**config.mk**
```make
export PLATFORM = sky130hd
export DESIGN_NAME = des_key_scheduler_flat
export DESIGN_NICKNAME = d
export VERILOG_FILES = /design/src/rtl/des_key_scheduler_if.sv /design/src/rtl/des_key_scheduler.sv /design/src/flat_wrapper.sv
export SDC_FILE = /design/constraint.sdc
export NUM_CORES = 1
export LEC_CHECK = 0
export ABC_CLOCK_PERIOD_IN_PS = 1800
export CAP_MARGIN = 10
export CORE_MARGIN = 3
export CORE_UTILIZATION = 60
export CTS_BUF_LIST = sky130_fd_sc_hd__clkbuf_8
export DETAILED_ROUTE_END_ITERATION = 8
export DONT_BUFFER_PORTS = 1
export GPL_TIMING_DRIVEN = 0
export PLACE_DENSITY = 0.79
export SYNTH_ARGS = -nofsm -noshare
export SYNTH_HDL_FRONTEND = slang
export SYNTH_SLANG_ARGS = --single-unit
```
**constraint.sdc**
```tcl
create_clock -name clk -period 1.8 [get_ports clk]
set_input_delay 0.54 -clock clk [delete_from_list [all_inputs] [get_ports clk]]
set_output_delay 0.54 -clock clk [all_outputs]
set_load 0.005 [all_outputs]
```
**src/rtl/des_key_scheduler_if.sv**
```systemverilog
// Handshake bundle between the key register/round datapath and the DES key scheduler.
// The master issues start/key and consumes subkeys; the slave is the scheduler.
interface des_key_scheduler_if;
    logic        start;
    logic        decrypt;
    logic [63:0] key_in;
    logic        subkey_ready;
    logic [47:0] subkey;
    logic        subkey_valid;
    logic [3:0]  round_idx;
    logic        busy;
    logic        done;
    logic        key_err;

    modport master (
        output start, decrypt, key_in, subkey_ready,
        input  subkey, subkey_valid, round_idx, busy, done, key_err
    );

    modport slave (
        input  start, decrypt, key_in, subkey_ready,
        output subkey, subkey_valid, round_idx, busy, done, key_err
    );
endinterface

```
**src/rtl/des_key_scheduler.sv**
```systemverilog
// Iterative DES key schedule: one 48-bit subkey per handshake, forward (K1..K16)
// or reverse (K16..K1) by rotating C/D left or right, so no subkey storage is kept.
//
// state | meaning
// IDLE  | waiting for start; key parity optionally checked
// ROUND | subkey presented, advancing C/D on each accepted subkey
module des_key_scheduler #(
    parameter bit PARITY_CHECK = 1'b0
) (
    input  logic clk,
    input  logic rst_n,
    des_key_scheduler_if.slave ks
);
    typedef enum logic {IDLE = 1'b0, ROUND = 1'b1} state_t;

    localparam int PC1 [56] = '{
        57, 49, 41, 33, 25, 17,  9,  1, 58, 50, 42, 34, 26, 18,
        10,  2, 59, 51, 43, 35, 27, 19, 11,  3, 60, 52, 44, 36,
        63, 55, 47, 39, 31, 23, 15,  7, 62, 54, 46, 38, 30, 22,
        14,  6, 61, 53, 45, 37, 29, 21, 13,  5, 28, 20, 12,  4};

    localparam int PC2 [48] = '{
        14, 17, 11, 24,  1,  5,  3, 28, 15,  6, 21, 10,
        23, 19, 12,  4, 26,  8, 16,  7, 27, 20, 13,  2,
        41, 52, 31, 37, 47, 55, 30, 40, 51, 45, 33, 48,
        44, 49, 39, 56, 34, 53, 46, 42, 50, 36, 29, 32};

    // FIPS bit n maps to vector bit (width - n): bit 1 is the MSB
    function automatic logic [55:0] pc1(input logic [63:0] k);
        logic [55:0] r;
        r = '0;
        for (int i = 0; i < 56; i++) r[55-i] = k[64-PC1[i]];
        return r;
    endfunction

    function automatic logic [47:0] pc2(input logic [55:0] cd);
        logic [47:0] r;
        r = '0;
        for (int i = 0; i < 48; i++) r[47-i] = cd[56-PC2[i]];
        return r;
    endfunction

    function automatic logic [1:0] shift_amt(input logic [4:0] rnd);
        return (rnd == 5'd1 || rnd == 5'd2 || rnd == 5'd9 || rnd == 5'd16) ? 2'd1 : 2'd2;
    endfunction

    function automatic logic [27:0] rotl28(input logic [27:0] x, input logic [1:0] n);
        return (n == 2'd2) ? {x[25:0], x[27:26]} : {x[26:0], x[27]};
    endfunction

    function automatic logic [27:0] rotr28(input logic [27:0] x, input logic [1:0] n);
        return (n == 2'd2) ? {x[1:0], x[27:2]} : {x[0], x[27:1]};
    endfunction

    function automatic logic odd_parity_ok(input logic [63:0] k);
        logic ok;
        ok = 1'b1;
        for (int b = 0; b < 8; b++) ok &= ^k[8*b +: 8];
        return ok;
    endfunction

    state_t      state, state_nxt;
    logic [27:0] c_q, d_q;
    logic [3:0]  step_q;
    logic [3:0]  round_idx_q;
    logic        dec_q;
    logic        done_q;
    logic        key_err_q;
    logic        key_ok;
    logic        handshake;
    logic        last_step;
    logic [55:0] pc1_key;
    logic [1:0]  enc_shift;
    logic [1:0]  dec_shift;

    assign key_ok    = !PARITY_CHECK || odd_parity_ok(ks.key_in);
    assign handshake = (state == ROUND) && ks.subkey_ready;
    assign last_step = (step_q == 4'd15);
    assign pc1_key   = pc1(ks.key_in);
    assign enc_shift = shift_amt({1'b0, step_q} + 5'd2);
    // Right rotation undoes the left shift that produced the round just accepted
    assign dec_shift = shift_amt(5'd16 - {1'b0, step_q});

    always_ff @(posedge clk or negedge rst_n) begin
        if (!rst_n) state <= IDLE;
        else        state <= state_nxt;
    end

    always_comb begin
        state_nxt = state;
        case (state)
            IDLE:    if (ks.start && key_ok) state_nxt = ROUND;
            ROUND:   if (handshake && last_step) state_nxt = IDLE;
            default: state_nxt = IDLE;
        endcase
    end

    always_ff @(posedge clk or negedge rst_n) begin
        if (!rst_n) begin
            c_q         <= '0;
            d_q         <= '0;
            step_q      <= '0;
            round_idx_q <= '0;
            dec_q       <= 1'b0;
            done_q      <= 1'b0;
            key_err_q   <= 1'b0;
        end else begin
            done_q    <= 1'b0;
            key_err_q <= 1'b0;
            if (state == IDLE && ks.start) begin
                if (!key_ok) begin
                    key_err_q <= 1'b1;
                end else begin
                    // C0/D0 equals C16/D16, so decrypt starts unrotated
                    c_q         <= ks.decrypt ? pc1_key[55:28] : rotl28(pc1_key[55:28], 2'd1);
                    d_q         <= ks.decrypt ? pc1_key[27:0]  : rotl28(pc1_key[27:0], 2'd1);
                    step_q      <= '0;
                    round_idx_q <= ks.decrypt ? 4'd15 : 4'd0;
                    dec_q       <= ks.decrypt;
                end
            end else if (handshake) begin
                if (last_step) begin
                    done_q <= 1'b1;
                end else begin
                    step_q <= step_q + 4'd1;
                    if (dec_q) begin
                        c_q         <= rotr28(c_q, dec_shift);
                        d_q         <= rotr28(d_q, dec_shift);
                        round_idx_q <= round_idx_q - 4'd1;
                    end else begin
                        c_q         <= rotl28(c_q, enc_shift);
                        d_q         <= rotl28(d_q, enc_shift);
                        round_idx_q <= round_idx_q + 4'd1;
                    end
                end
            end
        end
    end

    always_comb begin
        ks.subkey_valid = (state == ROUND);
        ks.busy         = (state == ROUND);
        ks.subkey       = pc2({c_q, d_q});
        ks.round_idx    = round_idx_q;
        ks.done         = done_q;
        ks.key_err      = key_err_q;
    end
endmodule

```
**src/flat_wrapper.sv**
```systemverilog
// flat-port wrapper written by rule: the top's interface ports become plain ports
module des_key_scheduler_flat 
#(
    parameter bit PARITY_CHECK = 1'b0
)
  (clk, rst_n, ks_start, ks_decrypt, ks_key_in, ks_subkey_ready, ks_subkey, ks_subkey_valid, ks_round_idx, ks_busy, ks_done, ks_key_err);
  des_key_scheduler_if ks_i ();
  input  logic clk;
  input  logic rst_n;
  input wire logic [$bits(ks_i.start)-1:0] ks_start;
  input wire logic [$bits(ks_i.decrypt)-1:0] ks_decrypt;
  input wire logic [$bits(ks_i.key_in)-1:0] ks_key_in;
  input wire logic [$bits(ks_i.subkey_ready)-1:0] ks_subkey_ready;
  output wire logic [$bits(ks_i.subkey)-1:0] ks_subkey;
  output wire logic [$bits(ks_i.subkey_valid)-1:0] ks_subkey_valid;
  output wire logic [$bits(ks_i.round_idx)-1:0] ks_round_idx;
  output wire logic [$bits(ks_i.busy)-1:0] ks_busy;
  output wire logic [$bits(ks_i.done)-1:0] ks_done;
  output wire logic [$bits(ks_i.key_err)-1:0] ks_key_err;
  assign ks_i.start = ks_start;
  assign ks_i.decrypt = ks_decrypt;
  assign ks_i.key_in = ks_key_in;
  assign ks_i.subkey_ready = ks_subkey_ready;
  assign ks_subkey = ks_i.subkey;
  assign ks_subkey_valid = ks_i.subkey_valid;
  assign ks_round_idx = ks_i.round_idx;
  assign ks_busy = ks_i.busy;
  assign ks_done = ks_i.done;
  assign ks_key_err = ks_i.key_err;
  des_key_scheduler #(.PARITY_CHECK(PARITY_CHECK)) u_core (.clk(clk), .rst_n(rst_n), .ks(ks_i));
endmodule
```
==> results.md <==
* Dpl hpwl at about 13 mm
* Actual slew at the worst max-slew pin at 0.808 ns
* DR WL/cell at 23.2 um
* Chip height at 107 um
* Reg2Reg Setup Slack at -0.37 ns
* Tcrit/Tclk final at 120%
* Layout area overhead at 21.1%
* R2r worst-path depth at 9
* Root Buffer: clkbuf_8
* Post-Synthesis Net Count at roughly 800
* Power per standard cell area at roughly 2300 nW/um^2
* Failing checks: negative hold slack, negative setup slack
* CTS Buf Count at 9
* Initial DRC Count at between 700 and 800
* Sequential power share at 21.4%
* Main synth FF type: dfrtp_1
* Post-synth top area share at between 20 and 30%
* Post-Synthesis Cells at approximately 700
* Cell Count, Final, Fillers Out at slightly below 900
* Crit Path Max Fanout at 10
* Core box area at 9820 um^2
* Slew margin rel. at 46.1%
* Vias in the first global route at between 5000 and 6000
* Slowest stage delay, CP at 0.46 ns
* Hold_ws at -0.149 ns
* Critical Path Most Common Cell: buf_6
* Initial antenna violation count at 0
* Final Util at about three quarters
* Initial Util at 62.0%
* First-pass DRT Iterations at 6
* Worst EP arrival at 2.39 ns
* Synth Cell Area at just over 6000 um^2
* WL final at 20.1 mm
* Max Clk Rate at 461 MHz
* Clock Power Share at 6.8%
* Ports at 125
* Seq cells post-synth at 67
* Total number of vias at 6238
* Maximum capacitance violations at 0
* Combinational Power Share at 71.9%
* Synth area leader: dfrtp_1
* Tightest Hold Check Type: in -> async
* Global Route Usage Sum at 32.6%
* Worst flop-to-flop path startpoint: u_core.step_q[1]$_DFFE_PN0P_
* Post-layout minimum cycle time at 2.17 ns
* Yosys warns at 0
* Setup crit start kind: flop
* H-tree depth at 3
* CP required at 2.02 ns
* Port-buffer cells at 0
* Setup TNS after final layout at -15.15 ns
* Final setup margin at -0.367 ns
* Clk sinks at 67
* Final RePlAce weighted congestion at 0.945
* Fill count at 692
* GRT Residual Overflow at 0
* Reg2reg end: u_core.d_q[26]$_DFFE_PN0P_
* Final nets at 808
* Largest net degree at the start of global routing at 68
* Rows at 36
* P_sw at 8520 uW
* Mean Syn Cell Area at 8.66 um^2
* CTS clock-pin slew for the worst setup and hold paths at 0.09 ns
* Die area at 11400 um^2
* # diodes at 0
* Crit Path Category: reg -> reg
* CTS tree: yes
* Crit end category: flop
* Post-synthesis sequential area ratio at 27.5%
* Finished Cell Area at approximately 7400 um^2
* Final setup fails at 59
* Setup crit end: u_core.d_q[26]$_DFFE_PN0P_
* Crit-path cells: inv_4 > ha_2 > and3b_1 > o311a_1 > buf_6 > buf_6 > a21oi_1 > a221oi_2 > o221ai_1
* First-pass GRT wire length at about 30 mm
* Clock buffer depth at 2
* Peak supply drop at 1.06 mV
* Post-synth EDFFs at 0
* Async set or reset register ratio after synthesis at 100%
* Share of post-route cells with drive strength above 1 at slightly above 30%
* Max-slew violation count at 0
* Distinct cells, synth at 37
* Slowest stage cell, crit path: dfrtp_2
* Final antenna-violating net count at 0
* Die width at 107 um
* Dominant cells by area after synthesis: dfrtp_1 (28%), mux2i_1 (18%), a21oi_1 (9.4%)
* RSZ-0062 raised after global routing: yes
* Net switching fraction of the power at 49.4%
* Internal power at 8720 uW
* CP Launch Point: u_core.step_q[1]$_DFFE_PN0P_
* Area post-placement at 6320 um^2
* Layout Skew at ~0.013 ns
* Dpl cells at 836
* Vias per cell at 7.19
* Status: finished, violations left
* Drc violations at 0
* Worst-Skew Late Latency at 0.38 ns
* Final Hold Fails at 67
* Leakage at 0.00340 uW
==> cell families after synthesis <==
kind of cell               Yosys count  synth area share, %
muxes                              112                 18.4
adders and majority gates            9                 1.97
buffers and inverters              182                 16.5
DFF                                 67                 27.5
AOI/OAI and AO/OA                  244                 27.7
xor gates and xnor gates             6                0.863
and+or+nand+nor                     82                 6.99
other                                1               0.0616
==> power by group through the flow <==
stage                     Sequential (uW)  Combinational [uW]  Clock, uW
after floorplan                      3050                7670          0
after global placement               3330                9010          0
after detailed placement             3390                9240          0
after CTS                            3510               10600       1140
after global routing                 3790               13200       1230
final                                3690               12400       1160
==> cell usage in the layout (no fill, tap or decap), types with 3 or more instances in the layout <==
cell type / synthesis / final
clkbuf_8: 0 / 9
o21ai_0: 4 / 4
mux2i_4: 0 / 3
ha_4: 0 / 4
nand3_1: 58 / 58
dfrtp_1: 67 / 64
clkbuf_16: 0 / 3
clkbuf_1: 35 / 19
o211ai_1: 3 / 3
a221oi_4: 0 / 6
o221ai_2: 0 / 4
clkinv_2: 0 / 5
buf_4: 52 / 65
a221oi_1: 56 / 3
xnor2_1: 4 / 4
clkbuf_4: 0 / 4
buf_2: 15 / 10
buf_6: 14 / 12
buf_12: 0 / 7
dfrtp_2: 0 / 3
o221ai_1: 57 / 53
inv_1: 62 / 60
ha_1: 8 / 3
nand2_1: 5 / 5
nor2b_1: 3 / 3
a21oi_1: 114 / 102
a21oi_2: 0 / 11
buf_8: 0 / 3
a221oi_2: 0 / 47
nor2_1: 8 / 8
clkbuf_2: 0 / 13
mux2i_2: 0 / 8
mux2i_1: 112 / 101
==> final cells by class <==
type                       count  area (um^2)  area share, %
clock inverter                 7         36.3          0.492
inverter                      62          238           3.22
timing repair buffer          17          189           2.56
multi-input combinational    454         4030           54.7
buffer                       119          911           12.3
sequential                    67         1680           22.8
clock buffer                   9          124           1.68
tap                          133          166           2.26
==> cell usage after synthesis (all sizes together), types with 2 or more instances <==
| master | count |
|---|---|
| a21boi | 2 |
| a21oi | 114 |
| a221oi | 56 |
| a31o | 2 |
| and3 | 2 |
| buf | 85 |
| clkbuf | 35 |
| dfrtp | 67 |
| ha | 8 |
| inv | 62 |
| mux2i | 112 |
| nand2 | 5 |
| nand2b | 3 |
| nand3 | 59 |
| nor2 | 8 |
| nor2b | 3 |
| o211ai | 3 |
| o21ai | 4 |
| o221ai | 57 |
| xnor2 | 4 |
| xor2 | 2 |
==> worst max-delay path, delay by kind of cell, from the launching register on <==
family | cells | cell delay (ns)
buffers and inverters | 3 | 0.46
AO/OA/AOI/OAI | 4 | 0.72
AND/OR/NAND/NOR | 1 | 0.21
flip-flops | 1 | 0.46
adder cells (fa/ha/maj) | 1 | 0.18
==> state kept, by name (all words and copies together), names as in the netlist <==
name / cells
u_core.dec_q: 1
u_core.ks.round_idx: 4
u_core.d_q: 28
u_core.ks.busy: 1
u_core.c_q: 28
u_core.ks.done: 1
u_core.step_q: 4
==> repair_timing <==
action                                  4_1_cts  5_1_grt
gates resized for setup                      93       66
setup buffers                                 8        4
hold endpoints to repair                     67       67
pin swaps                                    13       16
cloned                                        1        4
endpoints found under the setup margin       60       60
==> worst min-delay path by stage <==
| stage | start | endpoint | slack, ns | depth (start not counted) |
|---|---|---|---|---|
| 3_5_place_dp | rst_n | u_core.ks.done$_DFF_PN0_ | 0.25 | 0 |
| 4_1_cts | rst_n | u_core.c_q[22]$_DFFE_PN0P_ | -0.14 | 0 |
| 5_1_grt | rst_n | u_core.c_q[20]$_DFFE_PN0P_ | -0.16 | 0 |
| 6_report | rst_n | u_core.c_q[18]$_DFFE_PN0P_ | -0.15 | 0 |
| 3_3_place_gp | rst_n | u_core.step_q[3]$_DFFE_PN0P_ | 0.25 | 0 |
| 2_1_floorplan | rst_n | u_core.c_q[0]$_DFFE_PN0P_ | 0.24 | 0 |
==> per-stage QoR <==
step	worst slack (ns)	total power [uW]
CTS	-0.246	15300
global placement	-0.339	12300
global route	-0.451	18200
detailed placement	-0.385	12600
finish	-0.367	17200
floorplan	-0.0909	10700
==> per-layer routing <==
layer  track usage (%)  vias up  wire length [um]
li1                  -     2684                 -
met1              44.5     2976              7670
met2              51.5      493              9370
met3              6.26       85              2330
met4              12.5        0               772
met5                 0        -                 0
Note: power is estimated with default switching activity, not from simulation.
